$ cat src/rtl/dbg_log_arb_pkg.sv
// Shared types for the debug log arbiter: arbiter state encoding and a clog2 helper.
// Pure declarations; no logic, no latency.
package dbg_log_arb_pkg;

    typedef enum logic {
        ST_IDLE = 1'b0,
        ST_LOCK = 1'b1
    } arb_state_e;

    function automatic int clog2(input int value);
        int res;
        res = 0;
        while ((1 << res) < value) res++;
        return res;
    endfunction

endpackage

$ cat src/rtl/axis_skid2.sv
// 2-entry AXI-Stream buffer with registered output; latency 1 cycle from write to out_TVALID.
// in_TREADY is registered (not full), drops only when both slots hold data, returns the cycle after a read.
module axis_skid2 #(
    parameter int WIDTH = 8
) (
    input  logic             clk,
    input  logic             rst,
    input  logic [WIDTH-1:0] in_TDATA,
    input  logic             in_TVALID,
    output logic             in_TREADY,
    output logic [WIDTH-1:0] out_TDATA,
    output logic             out_TVALID,
    input  logic             out_TREADY
);

    logic [1:0]       cnt_q, cnt_d;
    logic [1:0]       wpos;
    logic [WIDTH-1:0] head_q, head_d;
    logic [WIDTH-1:0] tail_q, tail_d;
    logic             rdy_q, rdy_d;
    logic             wr, rd;

    // Ready is forced low while reset is held so nothing is accepted during reset.
    assign in_TREADY  = rdy_q & rst;
    assign out_TVALID = (cnt_q != 2'd0);
    assign out_TDATA  = head_q;

    assign wr   = in_TVALID & in_TREADY;
    assign rd   = out_TVALID & out_TREADY;
    assign wpos = cnt_q - {1'b0, rd};

    always_comb begin
        head_d = head_q;
        tail_d = tail_q;
        cnt_d  = cnt_q + {1'b0, wr} - {1'b0, rd};
        if (rd && cnt_q == 2'd2) begin
            head_d = tail_q;
        end
        if (wr) begin
            if (wpos == 2'd0) begin
                head_d = in_TDATA;
            end else begin
                tail_d = in_TDATA;
            end
        end
        rdy_d = (cnt_d != 2'd2);
    end

    always_ff @(posedge clk or negedge rst) begin
        if (!rst) begin
            cnt_q  <= 2'd0;
            head_q <= '0;
            tail_q <= '0;
            rdy_q  <= 1'b1;
        end else begin
            cnt_q  <= cnt_d;
            head_q <= head_d;
            tail_q <= tail_d;
            rdy_q  <= rdy_d;
        end
    end

endmodule

$ cat src/rtl/dbg_log_arb.sv
// Packet-aware round-robin merge of N log streams into one tagged stream; latency 1 cycle.
// An open packet keeps its grant through any out_TREADY stall; inputs stall only when the 2-entry buffer is full.
module dbg_log_arb
    import dbg_log_arb_pkg::*;
#(
    parameter int N_IN      = 4,
    parameter int LOG_WIDTH = 51,
    parameter int SRC_WIDTH = 2
) (
    input  logic                      clk,
    input  logic                      rst,
    input  logic [N_IN*LOG_WIDTH-1:0] in_TDATA,
    input  logic [N_IN-1:0]           in_TVALID,
    output logic [N_IN-1:0]           in_TREADY,
    input  logic [N_IN-1:0]           in_TLAST,
    output logic [LOG_WIDTH-1:0]      out_TDATA,
    output logic                      out_TVALID,
    input  logic                      out_TREADY,
    output logic                      out_TLAST,
    output logic [SRC_WIDTH-1:0]      out_TSRC
);

    localparam int BUF_W = LOG_WIDTH + 1 + SRC_WIDTH;

    arb_state_e           state_q, state_d;
    logic [SRC_WIDTH-1:0] gnt_q, gnt_d;
    logic [SRC_WIDTH-1:0] ptr_q, ptr_d;

    logic [SRC_WIDTH-1:0] win;
    logic                 win_vld;
    logic [SRC_WIDTH-1:0] sel;
    logic                 sel_act;
    logic                 sel_vld;
    logic                 sel_last;
    logic [LOG_WIDTH-1:0] sel_dat;
    logic                 acc;
    logic                 buf_rdy;
    logic [BUF_W-1:0]     buf_in;
    logic [BUF_W-1:0]     buf_out;

    // Two descending passes: the lowest valid index overall, overridden by the lowest one at or above ptr.
    always_comb begin
        win     = '0;
        win_vld = 1'b0;
        for (int i = N_IN - 1; i >= 0; i--) begin
            if (in_TVALID[i]) begin
                win     = SRC_WIDTH'(i);
                win_vld = 1'b1;
            end
        end
        for (int i = N_IN - 1; i >= 0; i--) begin
            if (in_TVALID[i] && (SRC_WIDTH'(i) >= ptr_q)) begin
                win = SRC_WIDTH'(i);
            end
        end
    end

    always_comb begin
        sel      = (state_q == ST_LOCK) ? gnt_q : win;
        sel_act  = (state_q == ST_LOCK) || win_vld;
        sel_vld  = 1'b0;
        sel_last = 1'b0;
        sel_dat  = '0;
        in_TREADY = '0;
        for (int i = 0; i < N_IN; i++) begin
            if (sel == SRC_WIDTH'(i)) begin
                sel_vld      = in_TVALID[i];
                sel_last     = in_TLAST[i];
                sel_dat      = in_TDATA[i*LOG_WIDTH +: LOG_WIDTH];
                in_TREADY[i] = sel_act & buf_rdy;
            end
        end
    end

    assign acc    = sel_act & sel_vld & buf_rdy;
    assign buf_in = {sel, sel_last, sel_dat};

    always_comb begin
        state_d = state_q;
        gnt_d   = gnt_q;
        ptr_d   = ptr_q;
        case (state_q)
            ST_IDLE: begin
                if (acc && !sel_last) begin
                    state_d = ST_LOCK;
                    gnt_d   = sel;
                end
            end
            ST_LOCK: begin
                if (acc && sel_last) begin
                    state_d = ST_IDLE;
                end
            end
            default: state_d = ST_IDLE;
        endcase
        if (acc && sel_last) begin
            ptr_d = (sel == SRC_WIDTH'(N_IN - 1)) ? '0 : sel + SRC_WIDTH'(1);
        end
    end

    always_ff @(posedge clk or negedge rst) begin
        if (!rst) begin
            state_q <= ST_IDLE;
            gnt_q   <= '0;
            ptr_q   <= '0;
        end else begin
            state_q <= state_d;
            gnt_q   <= gnt_d;
            ptr_q   <= ptr_d;
        end
    end

    axis_skid2 #(
        .WIDTH(BUF_W)
    ) u_buf (
        .clk       (clk),
        .rst       (rst),
        .in_TDATA  (buf_in),
        .in_TVALID (sel_act & sel_vld),
        .in_TREADY (buf_rdy),
        .out_TDATA (buf_out),
        .out_TVALID(out_TVALID),
        .out_TREADY(out_TREADY)
    );

    assign {out_TSRC, out_TLAST, out_TDATA} = buf_out;

endmodule
$ cat config.mk
export PLATFORM = sky130hd
export DESIGN_NAME = dbg_log_arb
export DESIGN_NICKNAME = d
export VERILOG_FILES = /design/src/rtl/dbg_log_arb_pkg.sv /design/src/rtl/axis_skid2.sv /design/src/rtl/dbg_log_arb.sv
export SDC_FILE = /design/constraint.sdc
export NUM_CORES = 1
export LEC_CHECK = 0
export ABC_AREA = 1
export ABC_CLOCK_PERIOD_IN_PS = 2900
export CAP_MARGIN = 20
export CORE_AREA = 2 2 141 212
export DETAILED_ROUTE_END_ITERATION = 16
export DIE_AREA = 0 0 143 214
export PLACE_DENSITY = 0.64
export SYNTH_ARGS = -nofsm -noshare
export SYNTH_HDL_FRONTEND = slang
export SYNTH_HIERARCHICAL = 1
export SYNTH_SLANG_ARGS = --single-unit
$ cat constraint.sdc
create_clock -name clk -period 2.9 [get_ports clk]
set_input_delay 0.29 -clock clk [delete_from_list [all_inputs] [get_ports clk]]
set_output_delay 0.29 -clock clk [all_outputs]
set_load 0.02 [all_outputs]
# Word level (Yosys, flattened, before mapping)

Index checks and enable logic that the tools add are counted.
Widths: inputs -> output; s select.

Bits in latches: 0
Memories: 0
Bits in writable memories: 0
Word-level logic and storage cells: 77
Bits in read-only memories: 0
Register bits: 116

Multiplexer cells: 36
Bitwise operators: 7
Shift-type cells: 0
Order comparisons: 4
Div/mod/pow operators: 0
Multipliers: 0
Reduce and logical (&&, ||, !) cells: 14
Add/subtract/negate cells: 4
Equal/unequal tests: 5

Operators by type and width:

| operator            | number |
|---|---|
| $mux 51             | 4 |
| $mux 54             | 3 |
| $mux 2              | 10 |
| $mux 1              | 18 |
| $logic_and 1x1->1   | 7 |
| $eq 2x2->1 const B  | 3 |
| $and 1x1->1         | 5 |
| $ge 1x2->1 const A  | 2 |
| $ge 2x2->1 const A  | 2 |
| $logic_not 2->1     | 2 |
| $reduce_and 2->1    | 2 |
| $sub 2x1->2         | 2 |
| $add 2x1->2         | 1 |
| $add 2x1->2 const B | 1 |
| $eq 2x1->1 const B  | 1 |
| $ne 2x2->1 const B  | 1 |
| $not 1->1           | 2 |
| $pmux 1 s2          | 1 |
| $reduce_bool 2->1   | 1 |
| $logic_not 1->1     | 1 |
| $logic_or 1x1->1    | 1 |

# Logic depth before layout (Yosys ltp)

Depth after elaboration: 19
Depth in mapped cells: 28
Depth with buffers taken out: 26

# Cells and area by module

The synthesis kept the hierarchy.

By module, submodules not included:

| module      | instances | cells each | seq. area each (um^2) | area an instance (um^2) |
|---|---|---|---|---|
| axis_skid2  | 1         | 700        | 2778.9                | 5332.6 |
| dbg_log_arb | 1         | 421        | 125.1                 | 2057.0 |

# Worst setup path after synthesis

Ideal clock, no wire load.

Path type: register to register
Start point: reg ptr_q[1]
End point: reg u_buf.rdy_q
Stages on the path, launching flop included: 27
Path slack: -0.030 ns
Library setup time: 0.076 ns
Data arrival time: 2.854 ns
Required time: 2.824 ns
Cell sequence: dfrtp_1 or2_2 nand2_1 nand2_1 nand2_1 inv_1 ha_1 buf_6 inv_4 nand3_1 nand2_2 nand2_1 inv_1 nand3_2 inv_2 buf_2 buf_2 o21ai_1 nand2_1 ha_1 inv_1 nand2_1 nand2_1 inv_1 nand2_1 nand2_1 nand2_1

Longest elaborated chain between the ends: 17

RTL lines:

| what                     | line               | source |
|---|---|---|
| start: declaration       | dbg_log_arb.sv:27  | `logic [SRC_WIDTH-1:0] ptr_q, ptr_d;` |
| start signal: assignment | dbg_log_arb.sv:109 | `ptr_q <= ptr_d;` |
| $ge 2x2->1               | dbg_log_arb.sv:52  | `if (in_TVALID[i] && (SRC_WIDTH'(i) >= ptr_q)) begin` |
| $logic_and 1x1->1        | dbg_log_arb.sv:52  |  |
| $mux 2 (3 in a row)      | dbg_log_arb.sv:52  |  |
| $mux 2 (*)               | dbg_log_arb.sv:52  |  |
| $mux 2 (*)               | dbg_log_arb.sv:59  | `sel = (state_q == ST_LOCK) ? gnt_q : win;` |
| net sel[0]               | dbg_log_arb.sv:31  | `logic [SRC_WIDTH-1:0] sel;` |
| $logic_not 2->1          | dbg_log_arb.sv:66  | `if (sel == SRC_WIDTH'(i)) begin` |
| $mux 1 (3 in a row)      | dbg_log_arb.sv:66  |  |
| $mux 1 (*)               | dbg_log_arb.sv:66  |  |
| $and 1x1->1 (*)          | dbg_log_arb.sv:119 | `.in_TVALID (sel_act & sel_vld),` |
| $and 1x1->1 (*)          | axis_skid2.sv:28   | `assign wr = in_TVALID & in_TREADY;` |
| $add 2x1->2 (*)          | axis_skid2.sv:35   | `cnt_d = cnt_q + {1'b0, wr} - {1'b0, rd};` |
| $sub 2x1->2 (*)          | axis_skid2.sv:35   |  |
| net u_buf.cnt_d[1]       | axis_skid2.sv:16   | `logic [1:0] cnt_q, cnt_d;` |
| $ne 2x2->1 (*)           | axis_skid2.sv:46   | `rdy_d = (cnt_d != 2'd2);` |
| net u_buf.rdy_d          | axis_skid2.sv:20   | `logic rdy_q, rdy_d;` |
| end signal: assignment   | axis_skid2.sv:59   | `rdy_q <= rdy_d;` |
| end: declaration         | axis_skid2.sv:20   |  |

The timed path passes the listed nets; every way through them passes the cells marked *.
A chain may end at the register's enable or synchronous reset.

# Final worst setup path

Start point: in in_TVALID[1]
End point: reg u_buf.cnt_q[1]

Longest elaborated chain between the ends: 16

RTL lines:

| what                    | line               | source |
|---|---|---|
| start: declaration      | dbg_log_arb.sv:13  | `input logic [N_IN-1:0] in_TVALID,` |
| $mux 2 (2 in a row)     | dbg_log_arb.sv:46  | `if (in_TVALID[i]) begin` |
| $mux 2 (2 in a row)     | dbg_log_arb.sv:52  |  |
| $mux 2 (*) (2 in a row) | dbg_log_arb.sv:52  |  |
| $mux 2 (*)              | dbg_log_arb.sv:59  |  |
| net sel[0]              | dbg_log_arb.sv:31  |  |
| $logic_not 2->1         | dbg_log_arb.sv:66  |  |
| $mux 1 (3 in a row)     | dbg_log_arb.sv:66  |  |
| $mux 1 (*)              | dbg_log_arb.sv:66  |  |
| $and 1x1->1 (*)         | dbg_log_arb.sv:119 |  |
| $and 1x1->1 (*)         | axis_skid2.sv:28   |  |
| $add 2x1->2 (*)         | axis_skid2.sv:35   |  |
| $sub 2x1->2 (*)         | axis_skid2.sv:35   |  |
| net u_buf.cnt_d[1]      | axis_skid2.sv:16   |  |
| end signal: assignment  | axis_skid2.sv:56   | `cnt_q <= cnt_d;` |
| end: declaration        | axis_skid2.sv:16   |  |

Marks and branches as above.

==> reports/qor.yml <==
stdcell_area_um2: 11300
p_per_area_nw_per_um2: 1100
numCtsBuffers: 17
path_class: "in -> reg"
fmax_mhz: 392
endpoint_kind: "register"
status: "finished clean"
drc: 0
antenna_found_initial: 1
dieArea_um2: 30600
cp_max_fo: 4
synth_compound_area_frac: 0.111
drv_cap: 0
num_rows: 76
setup_ws_ns: 0.347
post_synth_instance_area_um2: 7390
hp-class: "in -> async"
ys_ff_latch: 116
ctsHoldBuffers: 0
drv_slew: 0
final_hold_viol_count: 0
dieHeight_um: 214
fillers: 2964
final_cell_mix: "525 x nand2_1, 267 x clkdlybuf4s50_1, 114 x dfrtp_1, 84 x nand3_1, 61 x o21ai_1"
drt-total-wl_um: 27700
setup_viol: 0
synthArstFlopShare: 1.00
clkSinkCount: 116
grt_pass1_wl_um: 42900
fin_skew_ns: 0.00562
dp_slack_ns: -0.156
p_leak_nw: 5.51
grt.overflow.total: 0
synth_seq_area_share: 0.393
setup-tns-final_ns: 0
seqPwrFrac: 0.225
p_int_mw: 6.74
maxSlewHeadroom: 0.467
drtIter0Drc: 502
synth-simple-area-share: 0.391
place_area_um2: 10700
routedWlPerCell_um: 15.5
layout_commonest_cell: "nand2_1"
peakVddDrop_mv: 0.465
period_needed_ns: 2.55
switching_power_mw: 5.68
place.gp.congestion: 0.881
dieWidth_um: 143
drive_gt1_frac: 0.0763
clk_pin_slew_ns: 0.05
rsz0062_at_grt: "false"
synth_ff_type: "dfrtp_1"
clockBufferDepth: 2
combPwrFrac: 0.584
dr.pass1.iters: 5
ctsHtreeMaxLevel: 4
holdWs_ns: 0.120
synth_edf_count: 0
synth_top_family_by_area: "simple AND/OR/NAND/NOR gates"
swShare: 0.457
synth-xor-area-share: 0
dp_hpwl_um: 19700
synth_nets: 1341
yosysUniqueCellTypes: 28
arrival_ns: 2.85
muxShareOfSynthArea: 0
required_ns: 3.20
nets: 1597
tightest_slew_ns: 0.799
grt_max_degree: 61
viasPerCell: 4.64
io_buffers: 273
insertion_delay_ns: 0.42
core_um2: 28600
diodes: 0
critPathLaunchType: "input pin"
cts_tree: "yes"
syn_inst: 1121
cts-root-buf: "clkbuf_16"
post-route-period-util: 0.880
drtAntennaViolNets: 0
start_util: 0.258
synthAdderAreaFrac: 0.00847
vias: 8259
p_clk_frac: 0.191
grt_pass1_vias: 8315
grt_usage: 0.181
yosys_warnings: 6
ios: 274
avgSynthCellArea_um2: 6.59
area.growth.synth_to_final_pct: 53.4
-- flip-flops by register name, indices dropped and copies added (netlist names) --
name and cells:
ptr_q 2, state_q 1, u_buf/cnt_q 2, u_buf/out_TDATA 54
u_buf/tail_q 54, u_buf/rdy_q 1, gnt_q 2
-- cells in the mapped netlist (2+ instances only) --
| library cell | number | area share |
|---|---|---|
| a21oi_1 | 55 | 0.037 |
| buf_2 | 53 | 0.036 |
| buf_4 | 8 | 0.0081 |
| buf_6 | 7 | 0.011 |
| clkbuf_1 | 15 | 0.0076 |
| dfrtp_1 | 115 | 0.39 |
| ha_1 | 5 | 0.0085 |
| inv_1 | 60 | 0.030 |
| inv_2 | 6 | 0.0030 |
| nand2_1 | 527 | 0.27 |
| nand2_2 | 2 | 0.0017 |
| nand3_1 | 85 | 0.058 |
| nand4_1 | 54 | 0.046 |
| nor2_1 | 12 | 0.0061 |
| nor2_2 | 2 | 0.0017 |
| o21ai_0 | 43 | 0.029 |
| o21ai_1 | 61 | 0.041 |
-- cell type report --
type                    count  area, um2  share of cell area
multi-input cells         855       3810               0.336
flip-flops and latches    116       2910               0.256
clock buffers              19        433              0.0382
clock inverters            13        230              0.0203
repair buffers            320       3210               0.283
well taps                 390        488              0.0431
inverters                  67        254              0.0224
-- worst max-delay path: stages --
cell and delay [ns]:
clkdlybuf4s50_1 0.48, inv_1 0.07, or2_2 0.28, nand2_1 0.07
nand2_1 0.06, nand2_2 0.08, inv_1 0.07, ha_1 0.23
nand2_1 0.08, nand2_1 0.05, nand3_1 0.08, nand2_2 0.06
nand2_1 0.06, inv_1 0.04, nand3_2 0.10, inv_2 0.06
o21ai_1 0.07, nand2_1 0.08, ha_1 0.19, inv_1 0.06
nand2_1 0.05, nand2_1 0.08, inv_1 0.04, nand2_1 0.05
nand2_1 0.07
-- power groups by stage --
| stage | Combinational, mW | Sequential (mW) | Clock, mW |
|---|---|---|---|
| 2_1_floorplan | 4.23 | 3.08 | 0 |
| 3_3_place_gp | 7.22 | 2.79 | 0 |
| 3_5_place_dp | 7.32 | 2.81 | 0 |
| 4_1_cts | 7.35 | 2.79 | 2.43 |
| 5_1_grt | 8.08 | 2.88 | 2.50 |
| 6_report | 7.25 | 2.79 | 2.38 |
-- cells by family (layout without fill, tap and decap cells) --
logic type / count (synthesis) / in the layout
AND/OR/NAND/NOR: 688 / 688
buffers and inverters: 150 / 419
flip-flops: 116 / 116
AO/OA/AOI/OAI: 162 / 162
adder cells (fa/ha/maj): 5 / 5
-- worst paths after layout --
path                                                   start                             to  slack, ns  cells after the start
worst max register to register          ptr_q[1]$_DFFE_PN0P_       u_buf/cnt_q[1]$_DFF_PN0_       0.35                     23
max in group asynchronous                                rst   u_buf/tail_q[26]$_DFFE_PN0P_       1.47                      3
worst min-delay path                                     rst  u_buf/out_TDATA[51]$_DFF_PN0_       0.12                      2
worst max-delay path                            in_TVALID[1]       u_buf/cnt_q[1]$_DFF_PN0_       0.35                     25
min in group clk                                         rst       u_buf/cnt_q[1]$_DFF_PN0_       0.41                      5
worst min register to register  u_buf/tail_q[44]$_DFFE_PN0P_   u_buf/tail_q[44]$_DFFE_PN0P_       0.47                      2
-- through the flow --
step	power (mW)	instances	util
final	12.4	1780	0.396
after global routing	13.5	1780	0.396
after global placement	10.0	1748	0.372
after detailed placement	10.1	1748	0.372
after CTS	12.6	1780	0.396
after floorplan	7.32	1121	-
-- routing by layer --
layer	wire length (um)	up-vias	global-route usage
met5	0	-	0
met4	828	0	0.0686
met3	1600	47	0.0382
met2	15000	280	0.344
met1	10200	3802	0.189
li1	-	4130	-
-- timing repair --
item,4_1_cts,5_1_grt
endpoints found under the setup margin,0,6
setup buffers,0,0
gates resized for setup,0,5
Note: power is estimated with default switching activity, not from simulation.
